<file path="config.mk">
export PLATFORM = sky130hd
export DESIGN_NAME = t_flipflop
export DESIGN_NICKNAME = d
export VERILOG_FILES = /design/src/rtl/t_flipflop.sv
export SDC_FILE = /design/constraint.sdc
export NUM_CORES = 1
export LEC_CHECK = 0
export CAP_MARGIN = 10
export CORE_AREA = 2 2 39 41
export CTS_BUF_LIST = sky130_fd_sc_hd__clkbuf_16
export CTS_CLUSTER_SIZE = 10
export DETAILED_ROUTE_END_ITERATION = 10
export DIE_AREA = 0 0 41 43
export HOLD_SLACK_MARGIN = 0.1
export MAX_ROUTING_LAYER = met4
export SYNTH_ARGS = -nofsm -noshare
export SYNTH_HDL_FRONTEND = slang
export SYNTH_SLANG_ARGS = --single-unit
</file>
<file path="constraint.sdc">
create_clock -name clk -period 1.5 [get_ports clk]
set_input_delay 0.3 -clock clk [delete_from_list [all_inputs] [get_ports clk]]
set_output_delay 0.3 -clock clk [all_outputs]
set_load 0.005 [all_outputs]
</file>
<file path="src/rtl/t_flipflop.sv">
`default_nettype none
// ============================================================================
// Module      : t_flipflop
// Description : Bank of WIDTH independent T flip-flops with clock enable,
//               synchronous parallel load, complementary output and a
//               per-bit toggle-event flag.
// Revision    : 1.0 - initial release
// ============================================================================
module t_flipflop #(
    parameter int               WIDTH       = 1,
    parameter logic [WIDTH-1:0] RESET_VALUE = {WIDTH{1'b0}}
) (
    input  logic             clk,
    input  logic             rst,
    input  logic [WIDTH-1:0] d,
    input  logic             en,
    input  logic             load,
    input  logic [WIDTH-1:0] load_val,
    output logic [WIDTH-1:0] q,
    output logic [WIDTH-1:0] qn,
    output logic [WIDTH-1:0] toggled
);

    logic [WIDTH-1:0] r_q;
    logic [WIDTH-1:0] r_toggled;

    // Load outranks enable, so a load always clears the toggle flag.
    always_ff @(posedge clk or posedge rst) begin
        if (rst) begin
            r_q       <= RESET_VALUE;
            r_toggled <= '0;
        end else if (load) begin
            r_q       <= load_val;
            r_toggled <= '0;
        end else if (en) begin
            r_q       <= r_q ^ d;
            r_toggled <= d;
        end else begin
            r_toggled <= '0;
        end
    end

    assign q       = r_q;
    assign qn      = ~r_q;
    assign toggled = r_toggled;

endmodule
`default_nettype wire

</file>
==> impl_results.md, run 1 <==
- Outcome: complete, no violations
- Final setup violation count: 0
- DRT iter0 DRCs: 3
- Register clock-pin slew on the reported worst setup and hold paths: around 0.030 ns
- Setup_tns: 0 ns
- Critical path's slowest cell: clkdlybuf4s50_1
- Met1 wire length: between 100 and 150 um
- Initial antenna violation count: 0
- Clk_lat worst skew: around 0.22 ns
- Setup Buffers After CTS: 0
- Worst Setup End Kind: output port
- Cell family with most CP delay: buffers and inverters
- CTS Buffer Depth: 2
- Yosys Warn Count: 0
- Syn nets: 15
- Placed instance count: 33
- Final GP Congestion: ~0.48
- Vias/cell: between 3 and 4
- R2R Setup Slk: around 0.52 ns
- I/O pin count: 9
- H-tree depth: 1
- Crit Path Max Fanout: 4
- PwrDens: 1840 mW/mm2
- GRT Total Usage: between 4 and 5%
- Vias in the first global route: 99
- Syn_area_per_cell: approximately 11 um2
- Post-synth cell types: 7
- Critical Path Max Stage Delay: between 0.4 and 0.5 ns
- Area occupied by registers: about 50 um2
- Flops & latches, synth: 2
- Port Buffers: 8
- Setup slack after layout: 0.0467 ns
- CTS Hold Bufs: 0
- Buf/Inv on CP: 2
- DIE WIDTH: between 40 and 50 um
- Post-Layout Cell Count: 36
- Met2 routed wirelength: 55 um
- Worst endpoint required time: around 1.2 ns
- Final hold vios: 0
- Sequential area share after synthesis: ~53%
- Multi-input gate area: between 30 and 40 um2
- Peak supply drop: 0.244 mV
- Critical path startpoint category: flop
- Critical Path, Cell by Cell: inv_1 > clkdlybuf4s50_1
- Total length of routed met3 wires: 71 um
- Max_cap viols: 0
- Layout cell share with drive strength beyond 1: 15.0%
- Routed wire length: 252 um
- Crit path kind: reg -> out
- Hold Crit Class: in -> async
- Antenna-violating nets left: 0
- Total CTS buffers: 3
- Layout Nets: 28
- Antenna Cells: 0
- Root buf cell: clkbuf_16
- Initial Util: 6.87%
- Fin crit period: between 1 and 1.5 ns
- Grt ovf: 0
- Post_cts resized: 0
- Clk sink count: 2
- First-pass GRT wire length: 351 um
- # DRC: 0
- Worst slew margin: 91.4%
- Worst Tran Pin Value: between 0.1 and 0.15 ns
- Fmax achieved: roughly 700 MHz
- Die H: 43 um
- Max layer used: met4
- Vias post-DR: 111
- RSZ-0062 raised after global routing: false
- Post-Syn Area: about 95 um2
- Pre-CTS worst setup slack: 0.0614 ns
- Die area: 0.00176 mm2
- Fin. max-slew vios: 0
- Critical path arrival: 1.15 ns
- Core area: around 0.0014 mm2
- Clk_skew: 0 ns
- CTS tree: built
- Fill cell count: ~150
- Row count: 14
- Post-Syn Instances: 9
- Tcrit/Tclk final: ~97%
- 1st-pass router iterations: 4
- Layout area overhead: 184%
- Largest net degree at the start of global routing: 5
- Routed len/inst: roughly 7 um
- Leak: 0.000123 uW
-- sequential cells by signal (all words and copies together) (netlist names) --
| name | count |
|---|---|
| q | 1 |
| toggled | 1 |
-- worst register-to-register path: cells and delay by family (launching register included) --
kind            cells  cell delay, ns
flops               1            0.39
compound gates      1            0.30
simple gates        1            0.16
-- per-stage QoR --
stage                     util (%)  hold WS (ns)  cell area, um2  total power, uW
after global placement        14.1         0.458             195              100
final                         19.5         0.236             270              497
after global routing          19.5         0.257             270              514
after floorplan                  -        0.0412            95.1             71.7
after CTS                     19.5         0.238             270              505
after detailed placement      14.1         0.459             195              101
-- synthesized netlist by cell type, drive strengths merged --
cell    number  area (um2)
inv          2        7.51
nor2         1        3.75
and4bb       1        12.5
nand2        1        3.75
and2b        1        7.51
a221o        1        10.0
dfrtp        2        50.1
-- layout by cell type, fill, tap and decap left out --
cell             Yosys  routed
a221o_1              1       1
and2b_1              1       1
and4bb_1             1       1
clkbuf_16            0       3
clkdlybuf4s50_1      0       8
dfrtp_1              2       2
inv_1                2       2
nand2_1              1       1
nor2_1               1       1
-- area by class of cell --
cell class | instances | area share, %
inverter | 2 | 2.78
tap | 16 | 7.41
timing repair buffer | 8 | 29.6
sequential | 2 | 18.5
clock buffer | 3 | 27.8
multi-input combinational | 5 | 13.9
-- layer usage --
layer  vias up  GRT usage [%]
met5         -              -
met4         0           6.00
met3         3           5.24
met2        12           2.50
met1        43           3.83
li1         53              -
-- path summary, 6_finish.rpt --
path / startpoint / endpoint / cells past startpoint
setup / recovery: q$_DFFE_PP0P_ / qn / 2
hold / removal: rst / toggled$_DFF_PP0_ / 2
setup reg to reg: q$_DFFE_PP0P_ / q$_DFFE_PP0P_ / 2
hold reg to reg: q$_DFFE_PP0P_ / q$_DFFE_PP0P_ / 2
max in group asynchronous: rst / q$_DFFE_PP0P_ / 2
min in group clk: q$_DFFE_PP0P_ / q$_DFFE_PP0P_ / 2
-- where the power goes --
| group | internal, uW | switching [uW] | leakage [uW] |
|---|---|---|---|
| Sequential | 58.4 | 2.98 | 0.0000256 |
| Clock | 339 | 58.3 | 0.0000370 |
| Combinational | 28.6 | 9.86 | 0.0000602 |
| Total | 426 | 71.1 | 0.000123 |
-- logic make-up after synthesis --
family                 Yosys count  share of synthesized area [%]
and+or+nand+nor                  4                           28.9
AOI/OAI and AO/OA                1                           10.5
DFF                              2                           52.6
buffers and inverters            2                           7.90
No activity file was read; power rests on OpenSTA's default activity.
==> run 2, diff against run 1 <==
Settings changed: ABC_CLOCK_PERIOD_IN_PS set to 1500.
==> results of run 2 <==
No change in the layout: final DEF, timing and power equal those of run 1.
